[src/rtl/serial_adder_ctrl.sv]
// Bit-serial adder sequencer: drives one full-adder slice LSB-first over WIDTH cycles.
// Optional subtract mode is enabled by defining SERIAL_ADDER_SUB_EN.
module serial_adder_ctrl #(
  parameter int WIDTH = 8
) (
  input  logic             clk,
  input  logic             reset,
  input  logic             start,
  input  logic [WIDTH-1:0] a_in,
  input  logic [WIDTH-1:0] b_in,
  input  logic             cin,
`ifdef SERIAL_ADDER_SUB_EN
  input  logic             sub,
`endif
  output logic             busy,
  output logic             done,
  output logic [WIDTH-1:0] sum,
  output logic             cout
);

  localparam int CW = (WIDTH <= 2) ? 1 : $clog2(WIDTH);
  localparam logic [CW-1:0] LAST_COUNT = CW'(WIDTH - 1);

  typedef enum logic [1:0] {
    IDLE = 2'd0,
    RUN  = 2'd1,
    DONE = 2'd2
  } state_t;

  state_t state_q, state_d;

  logic [WIDTH-1:0] aShift_q, aShift_d;
  logic [WIDTH-1:0] bShift_q, bShift_d;
  logic [WIDTH-1:0] resShift_q, resShift_d;
  logic             carry_q, carry_d;
  logic [CW-1:0]    count_q, count_d;
  logic [WIDTH-1:0] sum_q, sum_d;
  logic             cout_q, cout_d;
  logic             bInvert;

  logic sliceA, sliceB, sliceY, sliceS, sliceC;
  logic lastBit;

`ifdef SERIAL_ADDER_SUB_EN
  logic subMode_q, subMode_d;

  always_ff @(posedge clk) begin
    if (reset) begin
      subMode_q <= 1'b0;
    end else begin
      subMode_q <= subMode_d;
    end
  end

  always_comb begin
    subMode_d = subMode_q;
    if (state_q == IDLE && start) begin
      subMode_d = sub;
    end
  end

  assign bInvert = subMode_q;
`else
  assign bInvert = 1'b0;
`endif

  // The shared full-adder slice; B is inverted in subtract mode.
  assign sliceA  = aShift_q[0];
  assign sliceB  = bShift_q[0] ^ bInvert;
  assign sliceY  = carry_q;
  assign sliceS  = sliceA ^ sliceB ^ sliceY;
  assign sliceC  = (sliceA & sliceB) | (sliceA & sliceY) | (sliceB & sliceY);
  assign lastBit = (count_q == LAST_COUNT);

  always_ff @(posedge clk) begin
    if (reset) begin
      state_q <= IDLE;
    end else begin
      state_q <= state_d;
    end
  end

  always_comb begin
    state_d = state_q;
    case (state_q)
      IDLE:    if (start) state_d = RUN;
      RUN:     if (lastBit) state_d = DONE;
      DONE:    state_d = IDLE;
      default: state_d = IDLE;
    endcase
  end

  always_comb begin
    busy = (state_q != IDLE);
    done = (state_q == DONE);
  end

  always_ff @(posedge clk) begin
    if (reset) begin
      aShift_q   <= '0;
      bShift_q   <= '0;
      resShift_q <= '0;
      carry_q    <= 1'b0;
      count_q    <= '0;
      sum_q      <= '0;
      cout_q     <= 1'b0;
    end else begin
      aShift_q   <= aShift_d;
      bShift_q   <= bShift_d;
      resShift_q <= resShift_d;
      carry_q    <= carry_d;
      count_q    <= count_d;
      sum_q      <= sum_d;
      cout_q     <= cout_d;
    end
  end

  // Result bits enter at the MSB so that after WIDTH shifts the first bit sits at bit 0.
  always_comb begin
    aShift_d   = aShift_q;
    bShift_d   = bShift_q;
    resShift_d = resShift_q;
    carry_d    = carry_q;
    count_d    = count_q;
    sum_d      = sum_q;
    cout_d     = cout_q;
    case (state_q)
      IDLE: begin
        if (start) begin
          aShift_d = a_in;
          bShift_d = b_in;
          count_d  = '0;
`ifdef SERIAL_ADDER_SUB_EN
          carry_d  = sub ? 1'b1 : cin;
`else
          carry_d  = cin;
`endif
        end
      end
      RUN: begin
        resShift_d = {sliceS, resShift_q[WIDTH-1:1]};
        aShift_d   = {1'b0, aShift_q[WIDTH-1:1]};
        bShift_d   = {1'b0, bShift_q[WIDTH-1:1]};
        carry_d    = sliceC;
        count_d    = count_q + CW'(1);
        if (lastBit) begin
          sum_d  = {sliceS, resShift_q[WIDTH-1:1]};
          cout_d = sliceC;
        end
      end
      default: ;
    endcase
  end

  assign sum  = sum_q;
  assign cout = cout_q;

endmodule
[config.mk]
export PLATFORM = sky130hd
export DESIGN_NAME = serial_adder_ctrl
export DESIGN_NICKNAME = d
export VERILOG_FILES = /design/src/rtl/serial_adder_ctrl.sv
export SDC_FILE = /design/constraint.sdc
export NUM_CORES = 1
export LEC_CHECK = 0
export CAP_MARGIN = 20
export CORE_UTILIZATION = 45
export DETAILED_ROUTE_END_ITERATION = 10
export PLACE_DENSITY = 0.76
export REMOVE_ABC_BUFFERS = 1
export SETUP_SLACK_MARGIN = 0.1
export SLEW_MARGIN = 10
export SYNTH_ARGS = -nofsm -noshare
export SYNTH_HDL_FRONTEND = slang
export SYNTH_SLANG_ARGS = --single-unit
[constraint.sdc]
create_clock -name clk -period 1.2 [get_ports clk]
set_input_delay 0.18 -clock clk [delete_from_list [all_inputs] [get_ports clk]]
set_output_delay 0.18 -clock clk [all_outputs]
set_load 0.01 [all_outputs]
# After elaboration in Yosys (flattened, before gate mapping)
# Index checks and enable logic that the tools add are counted.
# word_totals
register_bits	39
in_bits	20
out_inout_bits	11
elab_cells	38
# op_classes
add_sub_neg	1
eq_ne	5
n_mux	11
bitwise_logic	7
reduce_logical	6
# ops
cell	n
case mux 8 bit (2 select lines)	2
two-way mux 8 bit	2
case mux 3 bit (2 select lines)	1
AND reduction 2 bit	3
two-way mux 2 bit	2
!= test 2 bit, second input constant	2
case mux 2 bit (2 select lines)	1
nonzero test 2 bit	2
adder 3 x 1 -> 3 bit, second input constant	1
bitwise AND 1 bit	3
== test 3 bit, second input constant	1
two-way mux 3 bit	1
== test 2 x 1 -> 1 bit, second input constant	1
== test 2 bit, second input constant	1
logical NOT 2 bit	1
bitwise OR 1 bit	2
case mux 1 bit (2 select lines)	1
XOR 1 bit	2
two-way mux 1 bit	1

# Longest topological paths before layout
# Gate-level depths: netlist of the first run.
# logic_depth
word_depth	4
ltp_mapped	6

# Worst setup path after synthesis of the first run
# Ideal clock, no wire load.
# synth_path
path_type	reg2reg
start	register count_q[0]
end	register state_q[0]
setup_ns	0.123
arrival_time_ns	1.107
required_ns	1.077
setup_slack_ns	-0.030
path_stages_with_launch	7
period_less_slack_ns	1.230
cell_sequence	dfxtp_1 ha_1 ha_1 clkbuf_1 inv_1 mux2i_1 nor3_1
# synth_between
elab_chain_len	3
# synth_rtl
item	line_no	text
from (decl)	36	logic [CW-1:0] count_q, count_d;
from (signal assigned)	112	count_q <= count_d;
== test 3 bit	73	assign lastBit = (count_q == LAST_COUNT);
!= test 2 bit (no source line)	-	
AND reduction 2 bit (no source line)	-	
to (signal assigned)	79	state_q <= state_d;
to (decl)	30	state_t state_q, state_d;
# No other way between the ends.
# A chain may end at the register's enable or synchronous reset.

# Worst setup path after layout of the first run
# layout_path
start	register state_q[1]
end	register carry_q
# layout_between
elab_chain_len	3
# layout_rtl
item	line_no	text
== test 2 x 1 -> 1 bit / logical NOT 2 bit (equally long branches)	127	case (state_q)
nonzero test 2 bit (no source line) / != test 2 bit (equally long branches)	-	
AND reduction 2 bit (no source line)	-	
to (signal assigned)	111	carry_q <= carry_d;
to (decl)	35	logic carry_q, carry_d;
# Parallel ways exist; a longest one is shown, timed or not.

==> results_dict.tcl, run 1 <==
set metrics [dict create \
    place.port_buffers 30 \
    reg2reg_slack_ps -60 \
    violations "setup timing" \
    async_flop_share 0 \
    final_common_cell "dfxtp_1" \
    power.net_switching_uw 651.2 \
    grt_antenna_before_repair 0 \
    syn_area_mm2 0.001612 \
    route.vias.total 1402 \
    grt_pass1_wl_mm 5.609 \
    gr-usage-all-layers 0.2064 \
    power_frac_clock 0.279 \
    core_area_mm2 0.003390 \
    crit_path_start_kind "flop" \
    fp.dieH_um 61.85 \
    worst_slack_ps -57.09 \
    ys_warn_count 0 \
    multi_input_area_um2 838.3 \
    r2r-start "state_q[1]" \
    htreeDepth 2 \
    hold_violations 0 \
    dieArea_mm2 0.003825 \
    slew_viol_final 0 \
    whs_ps 462.6 \
    crit_path_start "state_q[1]" \
    wirelength_mm 4.120 \
    crit_path_end "carry_q" \
    crit_fanout 11 \
    synth-edff-count 0 \
    path_cells "buf_8 -> nor2b_4 -> clkbuf_16 -> a21oi_2 -> o221a_2" \
    cts_made_buffers 5 \
    place_hpwl_mm 2.256 \
    hold_class "reg -> reg" \
    p_sw_frac 0.2609 \
    clock-sinks 38 \
    maxSlewHeadroom 0.8166 \
    die_x_um 61.85 \
    fp-row-count 21 \
    tightest_slew_ps 275.2 \
    fin_skew_ps 10.88 \
    syn2layout_area_growth_pct 47.90 \
    clk_pin_slew_ps 110 \
    num-fill-cells 235 \
    synthFlopType "dfxtp_1" \
    synth_area_leaders "dfxtp_1, o221a_1, a21oi_1, a21oi_2, nand2_1" \
    slowest_stage "dfxtp_4" \
    cp.arrival_ps 1500 \
    cts_hold_buf 0 \
    drive_above_1_share 0.4570 \
    root_buffer "clkbuf_4" \
    leakage_nw 0.8970 \
    synthesis.instances 172 \
    synth.top_cell.area_share 0.4720 \
    outcome "finished, violations left" \
    drv_cap 0 \
    rsz0062_at_grt "true" \
    yosys.area.top_type "dfxtp_1" \
    layout_common_cells "dfxtp_1, a21oi_2, nand2_1, clkdlybuf4s50_1, inv_1" \
    p_int_mw 1.845 \
    tritoncts "yes" \
    wl_per_cell_um 15.43 \
    grt_pass1_vias 1335 \
    ir_drop_mv 0.9411 \
    dr.first_iter.drc_count 63 \
    viasPerCell 5.251 \
    timing.fmax_mhz 795.5 \
    ys_ff_latch 38 \
    avgSynthCellArea_um2 9.369 \
    cp.required_ps 1440 \
    finalCritPeriodShare 1.048 \
    fin_crit_ps 1257 \
    r2r_end "carry_q" \
    r2r_cells 5 \
    grt_max_degree 24 \
    clk_path_buf_depth 2 \
    diodes 0 \
    powerDensity_mw_per_mm2 1047 \
    boundaryPins 31 \
    synthDistinctLibCells 26 \
    routabilityCongestion 0.7388 \
    grt_overflow_total 0 \
    firstDrtPassIters 4 \
    post-route-util 0.7032 \
    comb_power_share 0.175 \
    cp-end-kind "flop" \
    clock_latency_ps 350 \
    p_seq_frac 0.546 \
    drt.antenna.violating_nets 0 \
    start_util 0.4755 \
    cp_slowest_stage_delay_ps 390 \
    finalNetCount 243 \
    yosysSeqAreaShare 0.4720 \
    critPathKind "reg -> reg" \
    drc 0 \
    regArea_um2 782.0 \
    setup_viol 28 \
]
[worst min-delay path by stage]
stage                    endpoint           from  slack [ps]  cells past startpoint
finish                     sum[0]         sum[0]         460                      2
global route               sum[2]         sum[2]         480                      2
CTS                        sum[3]         sum[3]         460                      2
detailed placement         sum[3]         sum[3]         450                      2
global placement    resShift_q[1]  resShift_q[1]         440                      2
floorplan                    cout          reset         250                      1
[Yosys cell counts (all sizes together), types with 2 or more instances]
| library cell | instances |
|---|---|
| nand2 | 24 |
| dfxtp | 38 |
| a22oi | 4 |
| clkbuf | 3 |
| nor2b | 2 |
| nor2 | 9 |
| ha | 2 |
| mux2i | 2 |
| a21oi | 31 |
| o221a | 15 |
| nand3 | 9 |
| buf | 10 |
| inv | 17 |
[power groups by stage]
stage / clock (mW) / sequential [mW] / combinational (mW)
finish: 0.696 / 1.36 / 0.437
global route: 0.770 / 1.37 / 0.468
CTS: 0.694 / 1.36 / 0.384
detailed placement: 0 / 1.39 / 0.352
global placement: 0 / 1.39 / 0.336
floorplan: 0 / 1.38 / 0.169
[stage by stage]
stage / cells / cell area [um^2] / total power, mW / TNS [ps] / setup WS, ps
floorplan: 159 / 1513 / 1.549 / -7533 / -280.1
global placement: 247 / 2023 / 1.721 / -5407 / -322.8
detailed placement: 247 / 2023 / 1.740 / -6830 / -384.2
CTS: 262 / 2273 / 2.442 / -109.3 / -20.81
global route: 267 / 2384 / 2.609 / -2182 / -120.6
finish: 267 / 2384 / 2.496 / -655.8 / -57.09
[per-layer routing]
layer  share of wire  GRT usage
met2            0.53     0.3717
met1            0.41     0.2239
met5               0          0
met4           0.025    0.08571
met3           0.034    0.06418
[cell families (layout without fill, tap and decap cells)]
kind of cell	count (synthesis)	count (layout)	share of synthesized area
multiplexers	2	2	0.01242
adder cells (fa/ha/maj)	3	3	0.02795
AND/OR/NAND/NOR	48	48	0.1367
flip-flops	38	38	0.4720
AO/OA/AOI/OAI	51	51	0.2500
buffers and inverters	30	79	0.1009
[final cells by class]
type                       count  area share
clock buffer                   7     0.02310
clock inverter                 1    0.002100
inverter                      17     0.02677
multi-input combinational    104      0.3517
sequential                    38      0.3281
tap                           46     0.02415
timing repair buffer          54      0.2441
[repair_timing]
item / in CTS / in global routing
buffers inserted: 6 / 4
pin swaps: 13 / 13
gates cloned: 1 / 2
resized for setup: 66 / 38
setup endpoints to repair: 49 / 49
[worst max-delay path, delay by kind of cell, from the launching register on]
| family | cells | cell delay [ps] |
|---|---|---|
| buf+inv | 2 | 350 |
| flops | 1 | 390 |
| simple gates | 1 | 240 |
| compound gates | 2 | 180 |
[registers in the layout, indices dropped and copies added (netlist names)]
signal      cells
bShift_q        8
carry_q         1
state_q         2
cout            1
aShift_q        8
count_q         3
resShift_q      7
sum             8
Note: power is estimated with default switching activity, not from simulation.
==> run 2, diff against run 1 <==
--- a/config.mk
+++ b/config.mk
@@ -6,9 +6,10 @@
 export NUM_CORES = 1
 export LEC_CHECK = 0
 export CAP_MARGIN = 20
-export CORE_UTILIZATION = 45
+export CORE_UTILIZATION = 50
 export DETAILED_ROUTE_END_ITERATION = 10
-export PLACE_DENSITY = 0.76
+export GPL_TIMING_DRIVEN = 0
+export PLACE_DENSITY = 0.79
 export REMOVE_ABC_BUFFERS = 1
 export SETUP_SLACK_MARGIN = 0.1
 export SLEW_MARGIN = 10
==> constraint.sdc (replaced) <==
create_clock -name clk -period 1.3 [get_ports clk]
set_input_delay 0.195 -clock clk [delete_from_list [all_inputs] [get_ports clk]]
set_output_delay 0.195 -clock clk [all_outputs]
set_load 0.01 [all_outputs]
==> results_dict.tcl, run 2 (same netlist as run 1, synthesis figures left out) <==
set metrics [dict create \
    clk_path_buf_depth 2 \
    fp.dieH_um 58.77 \
    wl_per_cell_um 15.35 \
    place_hpwl_mm 1.939 \
    fin_crit_ps 1287 \
    instances_no_fill 259 \
    grt_antenna_before_repair 0 \
    grt_overflow_total 0 \
    wirelength_mm 3.975 \
    core_area_mm2 0.003053 \
    worst_slack_ps 13.46 \
    dieArea_mm2 0.003454 \
    pre_cts_slack_ps -454.8 \
    drive_above_1_share 0.3767 \
    leakage_nw 0.8367 \
    syn2layout_area_growth_pct 40.99 \
    multi_input_area_um2 840.8 \
    fin_skew_ps 7.076 \
    whs_ps 453.2 \
    clock-sinks 38 \
    die_x_um 58.77 \
    slowest_stage "dfxtp_4" \
    num-fill-cells 212 \
    reg2reg_slack_ps 30 \
    routabilityCongestion 0.7478 \
    finalCritPeriodShare 0.9896 \
    grt_pass1_vias 1260 \
    finalSetupTns_ps 0 \
    hold_violations 0 \
    path_cells "buf_8 -> nor2b_1 -> buf_2" \
    boundaryPins 31 \
    cp-end-kind "output port" \
    firstDrtPassIters 4 \
    drv_cap 0 \
    slew_viol_final 0 \
    htreeDepth 2 \
    route.vias.total 1420 \
    maxSlewHeadroom 0.3449 \
    tightest_slew_ps 982.7 \
    cts_made_buffers 5 \
    root_buffer "clkbuf_4" \
    timing.fmax_mhz 777.3 \
    viasPerCell 5.483 \
    critPathKind "reg -> out" \
    place.port_buffers 30 \
    regArea_um2 777.0 \
    cp.arrival_ps 1090 \
    total_power_mw 2.288 \
    cp.required_ps 1110 \
    drc 0 \
    setup_viol 0 \
    clock_latency_ps 340 \
    fp-row-count 20 \
    powerDensity_mw_per_mm2 1007 \
    grt_pass1_wl_mm 5.892 \
    tritoncts "yes" \
    diodes 0 \
    grt_max_degree 39 \
    stdcell_area_mm2 0.002272 \
    start_util 0.5279 \
    crit_path_start_kind "flop" \
    layout_common_cells "dfxtp_1, a21oi_2, clkdlybuf4s50_1" \
    outcome "finished clean" \
    place_area_mm2 0.001863 \
    rsz0062_at_grt "true" \
    ir_drop_mv 0.8274 \
    clk_pin_slew_ps 110 \
    drt.antenna.violating_nets 0 \
    dpl.cell_count 233 \
    hold_class "reg -> reg" \
    gr-usage-all-layers 0.2313 \
    finalNetCount 237 \
    cp_slowest_stage_delay_ps 390 \
    final_common_cell "dfxtp_1" \
    dr.first_iter.drc_count 77 \
    post-route-util 0.7443 \
    crit_fanout 5 \
]
run 2: changes by cell type in the layout (fill, tap and decap cells not counted), sizes merged:
cell / previous run / this run
buf: 32 / 19
clkdlybuf4s15: 0 / 4
clkbuf: 10 / 9
nor2b: 2 / 3
dlygate4sd2: 0 / 4
clkdlybuf4s50: 19 / 18
run 2: what timing repair did:
item,CTS,global route
setup buffers,13,2
gates cloned,2,2
hold buffers,0,0
pin swaps,13,18
gates resized for setup,38,41
endpoints found under the setup margin,47,39
endpoints found under the hold margin,0,0
run 2: critical path, delay by kind of cell, from the launching register on:
| kind | cells | cell delay, ps |
|---|---|---|
| flip-flops | 1 | 390 |
| buffers and inverters | 2 | 270 |
| AND/OR/NAND/NOR | 1 | 100 |
run 2: final timing paths:
check             startpoint     endpoint  cells after the start
hold reg to reg       sum[4]       sum[4]                      2
setup / recovery  state_q[0]         done                      3
setup reg to reg  state_q[0]  bShift_q[1]                      5
hold / removal        sum[4]       sum[4]                      2
run 2: layout make-up:
class,count,share of cell area
Multi-Input combinational cell,105,0.3700
Sequential cell,38,0.3420
Timing Repair Buffer,47,0.2093
Inverter,17,0.02808
Clock buffer,7,0.02423
Tap cell,44,0.02423
Clock inverter,1,0.002203
run 2: power breakdown:
part,internal [mW],leakage [nW],switching [mW]
combinational,0.205,0.486,0.182
sequential,1.22,0.315,0.0403
clock,0.262,0.0353,0.379
total,1.69,0.837,0.602
run 2: layer usage:
layer | wire (um) | vias up | track usage
met1 | 1719 | 691 | 0.2968
li1 | - | 680 | -
met2 | 2059 | 47 | 0.3653
met3 | 182 | 2 | 0.05934
met5 | 0 | - | 0
met4 | 14 | 0 | 0.1054
